### config.mk
export PLATFORM = sky130hd
export DESIGN_NAME = alu16_seq_flat
export DESIGN_NICKNAME = d
export VERILOG_FILES = /design/src/rtl/alu16_seq_if.sv /design/src/rtl/alu16_seq.sv /design/src/flat_wrapper.sv
export SDC_FILE = /design/constraint.sdc
export NUM_CORES = 1
export LEC_CHECK = 0
export ABC_AREA = 1
export BUFFER_PORTS_ARGS = -buffer_cell sky130_fd_sc_hd__buf_2
export CORE_MARGIN = 10
export CORE_UTILIZATION = 47
export DETAILED_ROUTE_END_ITERATION = 10
export PLACE_DENSITY_LB_ADDON = 0.08
export SLEW_MARGIN = 20
export SYNTH_ARGS = -nofsm -noshare
export SYNTH_HDL_FRONTEND = slang
export SYNTH_SLANG_ARGS = --single-unit
### constraint.sdc
create_clock -name clk -period 1.9 [get_ports clk]
set_clock_uncertainty 0.05 [all_clocks]
set_input_delay 0.19 -clock clk [delete_from_list [all_inputs] [get_ports clk]]
set_output_delay 0.19 -clock clk [all_outputs]
set_load 0.005 [all_outputs]
### src/rtl/alu16_seq_if.sv
// Bundle between alu16_seq, the execute stage (request/response) and the 8-bit ALU.
// The slave modport is the sequencer; the master modport is everything around it.
interface alu16_seq_if;
  logic        req_valid;
  logic        req_ready;
  logic [3:0]  req_op;
  logic [15:0] req_a;
  logic [15:0] req_b;
  logic        rsp_valid;
  logic        rsp_ready;
  logic [15:0] rsp_result;
  logic        rsp_err;
  logic        flag_c;
  logic        flag_z;
  logic        flag_n;
  logic [7:0]  alu_a;
  logic [7:0]  alu_b;
  logic [3:0]  alu_mode;
  logic        alu_cin;
  logic [7:0]  alu_out;
  logic        alu_cout;
  logic        alu_zout;
  logic        alu_nout;

  modport slave (
    input  req_valid, req_op, req_a, req_b, rsp_ready,
    input  alu_out, alu_cout, alu_zout, alu_nout,
    output req_ready, rsp_valid, rsp_result, rsp_err,
    output flag_c, flag_z, flag_n,
    output alu_a, alu_b, alu_mode, alu_cin
  );

  modport master (
    output req_valid, req_op, req_a, req_b, rsp_ready,
    output alu_out, alu_cout, alu_zout, alu_nout,
    input  req_ready, rsp_valid, rsp_result, rsp_err,
    input  flag_c, flag_z, flag_n,
    input  alu_a, alu_b, alu_mode, alu_cin
  );
endinterface

### src/rtl/alu16_seq.sv
// 16-bit operation sequencer over an 8-bit ALU: low byte, then high byte, then respond.
// Define ALU16_SHIFT_EN to enable SRL16/SRA16 (ops 9 and 10); otherwise they are illegal.
module alu16_seq #(
  parameter logic [2:0] RST_FLAGS = 3'b000
) (
  input  logic        clk,
  input  logic        rst,
  alu16_seq_if.slave  bus
);

  typedef enum logic [1:0] {S_IDLE, S_LO, S_HI, S_DONE} state_t;

  localparam logic [3:0] OP_ADD = 4'd0;
  localparam logic [3:0] OP_ADC = 4'd1;
  localparam logic [3:0] OP_SUB = 4'd2;
  localparam logic [3:0] OP_SBB = 4'd3;
  localparam logic [3:0] OP_AND = 4'd4;
  localparam logic [3:0] OP_OR  = 4'd5;
  localparam logic [3:0] OP_XOR = 4'd6;
  localparam logic [3:0] OP_NOT = 4'd7;
  localparam logic [3:0] OP_CMP = 4'd8;
  localparam logic [3:0] OP_SRL = 4'd9;
  localparam logic [3:0] OP_SRA = 4'd10;

  state_t      r_state;
  state_t      w_state_nxt;
  logic [3:0]  r_op;
  logic [15:0] r_a;
  logic [15:0] r_b;
  logic        r_seed;
  logic [7:0]  r_res_lo;
  logic        r_chain_c;
  logic [15:0] r_rsp_result;
  logic        r_rsp_err;
  logic        r_flag_c;
  logic        r_flag_z;
  logic        r_flag_n;

  logic        w_legal;
  logic        w_arith;
  logic        w_shift;
  logic        w_sra;
  logic [7:0]  w_lo_byte;
  logic [7:0]  w_hi_byte;
  logic [15:0] w_res16;
  logic        w_unused;

  function automatic logic op_is_legal(input logic [3:0] op);
`ifdef ALU16_SHIFT_EN
    return (op <= OP_SRA);
`else
    return (op <= OP_CMP);
`endif
  endfunction

  function automatic logic op_is_arith(input logic [3:0] op);
    return (op == OP_ADD) || (op == OP_ADC) || (op == OP_SUB) ||
           (op == OP_SBB) || (op == OP_CMP);
  endfunction

  // Subtract-type ops run SUB then SBB so the borrow chains into the high byte.
  function automatic logic [3:0] alu_mode_for(input logic [3:0] op, input logic hi);
    case (op)
      OP_ADD:         return hi ? 4'b0101 : 4'b0100;
      OP_ADC:         return 4'b0101;
      OP_SUB, OP_CMP: return hi ? 4'b1000 : 4'b0111;
      OP_SBB:         return 4'b1000;
      OP_AND:         return 4'b0001;
      OP_OR:          return 4'b0010;
      OP_XOR:         return 4'b0011;
      OP_NOT:         return 4'b1001;
`ifdef ALU16_SHIFT_EN
      OP_SRL:         return 4'b1011;
      OP_SRA:         return 4'b1100;
`endif
      default:        return 4'b0000;
    endcase
  endfunction

  assign w_legal = op_is_legal(r_op);
  assign w_arith = op_is_arith(r_op);
`ifdef ALU16_SHIFT_EN
  assign w_shift = (r_op == OP_SRL) || (r_op == OP_SRA);
  assign w_sra   = (r_op == OP_SRA);
`else
  assign w_shift = 1'b0;
  assign w_sra   = 1'b0;
`endif

  // A byte-wise shift loses the bit crossing the byte boundary; patch it from A.
  assign w_lo_byte = w_shift ? {r_a[8], bus.alu_out[6:0]} : bus.alu_out;
  assign w_hi_byte = w_sra ? {r_a[15], bus.alu_out[6:0]} : bus.alu_out;
  assign w_res16   = {w_hi_byte, r_res_lo};
  assign w_unused  = bus.alu_zout ^ bus.alu_nout;

  always_ff @(posedge clk) begin
    if (!rst) r_state <= S_IDLE;
    else      r_state <= w_state_nxt;
  end

  always_comb begin
    w_state_nxt   = r_state;
    bus.req_ready = 1'b0;
    bus.rsp_valid = 1'b0;
    bus.alu_a     = 8'd0;
    bus.alu_b     = 8'd0;
    bus.alu_mode  = 4'b0000;
    bus.alu_cin   = r_flag_c;
    case (r_state)
      S_IDLE: begin
        bus.req_ready = 1'b1;
        if (bus.req_valid) w_state_nxt = S_LO;
      end
      S_LO: begin
        bus.alu_a    = r_a[7:0];
        bus.alu_b    = r_b[7:0];
        bus.alu_mode = alu_mode_for(r_op, 1'b0);
        bus.alu_cin  = r_seed;
        w_state_nxt  = S_HI;
      end
      S_HI: begin
        bus.alu_a    = r_a[15:8];
        bus.alu_b    = r_b[15:8];
        bus.alu_mode = alu_mode_for(r_op, 1'b1);
        bus.alu_cin  = r_chain_c;
        w_state_nxt  = S_DONE;
      end
      S_DONE: begin
        bus.rsp_valid = 1'b1;
        if (bus.rsp_ready) w_state_nxt = S_IDLE;
      end
      default: w_state_nxt = S_IDLE;
    endcase
  end

  always_ff @(posedge clk) begin
    if (!rst) begin
      r_flag_c     <= RST_FLAGS[2];
      r_flag_z     <= RST_FLAGS[1];
      r_flag_n     <= RST_FLAGS[0];
      r_rsp_result <= 16'd0;
      r_rsp_err    <= 1'b0;
    end else begin
      case (r_state)
        S_IDLE: begin
          if (bus.req_valid) begin
            r_op   <= bus.req_op;
            r_a    <= bus.req_a;
            r_b    <= bus.req_b;
            r_seed <= ((bus.req_op == OP_ADC) || (bus.req_op == OP_SBB)) & r_flag_c;
          end
        end
        S_LO: begin
          r_res_lo  <= w_lo_byte;
          r_chain_c <= bus.alu_cout;
        end
        S_HI: begin
          if (w_legal) begin
            r_rsp_err    <= 1'b0;
            r_rsp_result <= (r_op == OP_CMP) ? r_a : w_res16;
            r_flag_z     <= (w_res16 == 16'd0);
            r_flag_n     <= w_hi_byte[7];
            if (w_arith)      r_flag_c <= bus.alu_cout;
            else if (w_shift) r_flag_c <= r_a[0];
          end else begin
            r_rsp_err    <= 1'b1;
            r_rsp_result <= 16'd0;
          end
        end
        default: ;
      endcase
    end
  end

  assign bus.rsp_result = r_rsp_result;
  assign bus.rsp_err    = r_rsp_err;
  assign bus.flag_c     = r_flag_c;
  assign bus.flag_z     = r_flag_z;
  assign bus.flag_n     = r_flag_n;

endmodule

### src/flat_wrapper.sv
// flat-port wrapper written by rule: the top's interface ports become plain ports
module alu16_seq_flat 
#(
  parameter logic [2:0] RST_FLAGS = 3'b000
)
  (clk, rst, bus_req_valid, bus_req_op, bus_req_a, bus_req_b, bus_rsp_ready, bus_alu_out, bus_alu_cout, bus_alu_zout, bus_alu_nout, bus_req_ready, bus_rsp_valid, bus_rsp_result, bus_rsp_err, bus_flag_c, bus_flag_z, bus_flag_n, bus_alu_a, bus_alu_b, bus_alu_mode, bus_alu_cin);
  alu16_seq_if bus_i ();
  input  logic clk;
  input  logic rst;
  input wire logic [$bits(bus_i.req_valid)-1:0] bus_req_valid;
  input wire logic [$bits(bus_i.req_op)-1:0] bus_req_op;
  input wire logic [$bits(bus_i.req_a)-1:0] bus_req_a;
  input wire logic [$bits(bus_i.req_b)-1:0] bus_req_b;
  input wire logic [$bits(bus_i.rsp_ready)-1:0] bus_rsp_ready;
  input wire logic [$bits(bus_i.alu_out)-1:0] bus_alu_out;
  input wire logic [$bits(bus_i.alu_cout)-1:0] bus_alu_cout;
  input wire logic [$bits(bus_i.alu_zout)-1:0] bus_alu_zout;
  input wire logic [$bits(bus_i.alu_nout)-1:0] bus_alu_nout;
  output wire logic [$bits(bus_i.req_ready)-1:0] bus_req_ready;
  output wire logic [$bits(bus_i.rsp_valid)-1:0] bus_rsp_valid;
  output wire logic [$bits(bus_i.rsp_result)-1:0] bus_rsp_result;
  output wire logic [$bits(bus_i.rsp_err)-1:0] bus_rsp_err;
  output wire logic [$bits(bus_i.flag_c)-1:0] bus_flag_c;
  output wire logic [$bits(bus_i.flag_z)-1:0] bus_flag_z;
  output wire logic [$bits(bus_i.flag_n)-1:0] bus_flag_n;
  output wire logic [$bits(bus_i.alu_a)-1:0] bus_alu_a;
  output wire logic [$bits(bus_i.alu_b)-1:0] bus_alu_b;
  output wire logic [$bits(bus_i.alu_mode)-1:0] bus_alu_mode;
  output wire logic [$bits(bus_i.alu_cin)-1:0] bus_alu_cin;
  assign bus_i.req_valid = bus_req_valid;
  assign bus_i.req_op = bus_req_op;
  assign bus_i.req_a = bus_req_a;
  assign bus_i.req_b = bus_req_b;
  assign bus_i.rsp_ready = bus_rsp_ready;
  assign bus_i.alu_out = bus_alu_out;
  assign bus_i.alu_cout = bus_alu_cout;
  assign bus_i.alu_zout = bus_alu_zout;
  assign bus_i.alu_nout = bus_alu_nout;
  assign bus_req_ready = bus_i.req_ready;
  assign bus_rsp_valid = bus_i.rsp_valid;
  assign bus_rsp_result = bus_i.rsp_result;
  assign bus_rsp_err = bus_i.rsp_err;
  assign bus_flag_c = bus_i.flag_c;
  assign bus_flag_z = bus_i.flag_z;
  assign bus_flag_n = bus_i.flag_n;
  assign bus_alu_a = bus_i.alu_a;
  assign bus_alu_b = bus_i.alu_b;
  assign bus_alu_mode = bus_i.alu_mode;
  assign bus_alu_cin = bus_i.alu_cin;
  alu16_seq #(.RST_FLAGS(RST_FLAGS)) u_core (.clk(clk), .rst(rst), .bus(bus_i));
endmodule
==> impl_metrics.py <==
metrics = {
    "clock_tree": {
        "cts_buffers": 9,
        "clk_latency_ns": 0.35,
        "cts_root_buffer": "clkbuf_8",
        "clkSinkCount": 76,
        "clockBufferDepth": 2,
        "cts_tree": "done",
        "clk_pin_slew_ns": 0.08,
        "htree_levels": 3,
    },
    "sta": {
        "fmax_mhz": 547,
        "setup_viol": 0,
        "finalCritPeriodShare": 0.962,
        "tns_ns": 0,
        "worst_pin_slew_ns": 0.704,
        "period_minus_slack_ns": 1.83,
        "slew_viol_final": 0,
        "finalHoldViolations": 0,
        "slew_headroom": 0.530,
        "setup_slack_ns": 0.0715,
    },
    "critical_path": {
        "worstPathArrival_ns": 1.59,
        "path_cells": "inv_4, ha_4, inv_4, buf_12, a21oi_1, buf_2",
        "crit_path_frequent_cell": "inv_4",
        "cp-start-kind": "register",
        "critPathBufInv": 4,
        "reg2reg_depth": 9,
        "crit_family": "buffers and inverters",
        "worstPathRequired_ns": 1.66,
        "critPathMaxFanout": 11,
        "cp.depth": 6,
        "critPathMaxStageDelay_ns": 0.39,
        "end_kind": "primary output",
        "slowest_stage": "dfxtp_4",
        "crit_type": "reg2out",
    },
    "layout": {
        "final_common_cell": "nand2_1",
        "diodes": 0,
        "utilization": 0.682,
        "finalNetCount": 562,
        "layout.cells.non_filler": 606,
        "areaGrowthSynthToFinish_pct": 39.0,
        "drive_above_1_share": 0.324,
        "final_cell_mix": "nand2_1, buf_2, edfxtp_1",
        "fillers": 555,
    },
    "die": {
        "fp.dieW_um": 105,
        "die_y_um": 105,
        "start_util": 0.491,
        "rows": 30,
        "ioPinCount": 94,
        "die_area_mm2": 0.0110,
        "core_mm2": 0.00687,
    },
    "pwr": {
        "power_density_mw_per_mm2": 1220,
        "p_leak_nw": 2.01,
        "ir_drop_mv": 0.660,
    },
    "placed_design": {
        "dp_hpwl_um": 6230,
        "numPortBuffers": 91,
        "gp_congestion": 0.866,
        "dp_slack_ns": 0.0713,
        "placedCellCount": 547,
    },
    "outcome": {
        "status": "finished clean",
    },
    "grt": {
        "grtUsageTotal": 0.172,
        "grt_pass1_vias": 3041,
        "grt_pass1_wl_um": 15400,
        "antenna_found_initial": 0,
        "grt_overflow": 0,
        "grt_max_degree": 31,
    },
    "route": {
        "first_pass_iters": 4,
        "highest_layer": "met4",
        "ant_nets": 0,
        "wl_met2_um": 4890,
        "drc": 0,
        "totalWireLength_um": 9680,
        "met1Wirelength_um": 4010,
        "viasPerCell": 4.84,
        "wl_met3_um": 653,
        "vias": 2931,
        "wl_per_cell_um": 16.0,
        "drtIter0Drc": 102,
    },
    "yosys": {
        "synth-warning-count": 0,
        "syn-num-nets": 423,
        "ys_types": 25,
        "synth_seq_cells": 76,
        "yosysSeqAreaShare": 0.588,
        "synth_cells": 366,
        "syn_area_mm2": 0.00337,
        "syn_area_per_cell_um2": 9.21,
    },
    "flow_run": {
        "cap_violations": 0,
    },
    "worst_hold_path": {
        "min_path_cells": 1,
        "hold_class": "in2reg",
    },
}
## kinds of logic after synthesis
| group | after synthesis | synth area share |
|---|---|---|
| flip-flops | 76 | 0.588 |
| AO/OA/AOI/OAI | 50 | 0.0869 |
| AND/OR/NAND/NOR | 197 | 0.249 |
| adder cells (fa/ha/maj) | 6 | 0.0223 |
| buffers and inverters | 37 | 0.0535 |
## stage by stage
stage	cell area, µm²	power (mW)	hold WS [ns]
3_3_place_gp	3950	3.92	0.317
5_1_grt	4680	6.04	0.00315
4_1_cts	4580	5.51	0.00207
6_report	4680	5.72	0.0115
2_1_floorplan	3370	3.23	0.239
3_5_place_dp	3950	3.95	0.318
## metal layers
| metal | up-vias | global-route usage |
|---|---|---|
| met4 | 0 | 0.0480 |
| met3 | 11 | 0.0584 |
| met5 | - | 0 |
| li1 | 1484 | - |
| met2 | 85 | 0.297 |
| met1 | 1351 | 0.199 |
## where the power goes
part | internal (mW) | total [mW] | switching, mW | leakage, nW
logic | 0.996 | 2.28 | 1.28 | 1.25
clock network | 0.600 | 1.22 | 0.624 | 0.0926
registers | 2.07 | 2.22 | 0.143 | 0.670
total | 3.67 | 5.72 | 2.05 | 2.01
## cells in the mapped netlist
library cell	count	area share
buf_6	3	0.010
a21oi_2	11	0.029
nand4_1	5	0.0093
nand2_1	135	0.15
o21ai_0	5	0.0074
inv_1	18	0.020
o22ai_1	1	0.0019
dfxtp_1	30	0.18
nor2_1	26	0.029
buf_1	2	0.0022
nand2_2	2	0.0037
nor2_4	2	0.0067
nand3_1	22	0.033
clkbuf_1	3	0.0033
edfxtp_1	46	0.41
a21oi_1	29	0.043
inv_2	2	0.0022
nor2_8	1	0.0059
nor3_1	2	0.0030
nand2_4	1	0.0033
ha_1	6	0.022
o21ai_1	4	0.0059
buf_2	6	0.0089
buf_4	3	0.0067
nand3_4	1	0.0052
## final timing paths
check	slack, ns	endpoint	from
worst max-delay path	0.07	bus_alu_mode[2]	u_core.r_state[1]
worst min-delay path	0.01	u_core.r_res_lo[3]	bus_alu_out[3]
worst max register to register	0.28	register	u_core.r_state[0]
worst min register to register	0.41	u_core.bus.rsp_result[3]	u_core.bus.rsp_result[3]
## final cells by class
cell class | instances | area [µm²] | area share
Inverter | 20 | 83.8 | 0.0179
Tap cell | 96 | 120 | 0.0256
Multi-Input combinational cell | 253 | 1290 | 0.275
Sequential cell | 76 | 1990 | 0.425
Clock inverter | 7 | 67.6 | 0.0144
Clock buffer | 9 | 124 | 0.0264
Timing Repair Buffer | 145 | 1010 | 0.215
## timing repair
item	CTS	global route
hold buffers	35	1
gates resized for setup	13	17
pin swaps	0	2
endpoints found under the hold margin	35	1
endpoints found under the setup margin	20	17
gates cloned	1	0
buffers inserted	2	4
(Power assumes the default switching activity.)
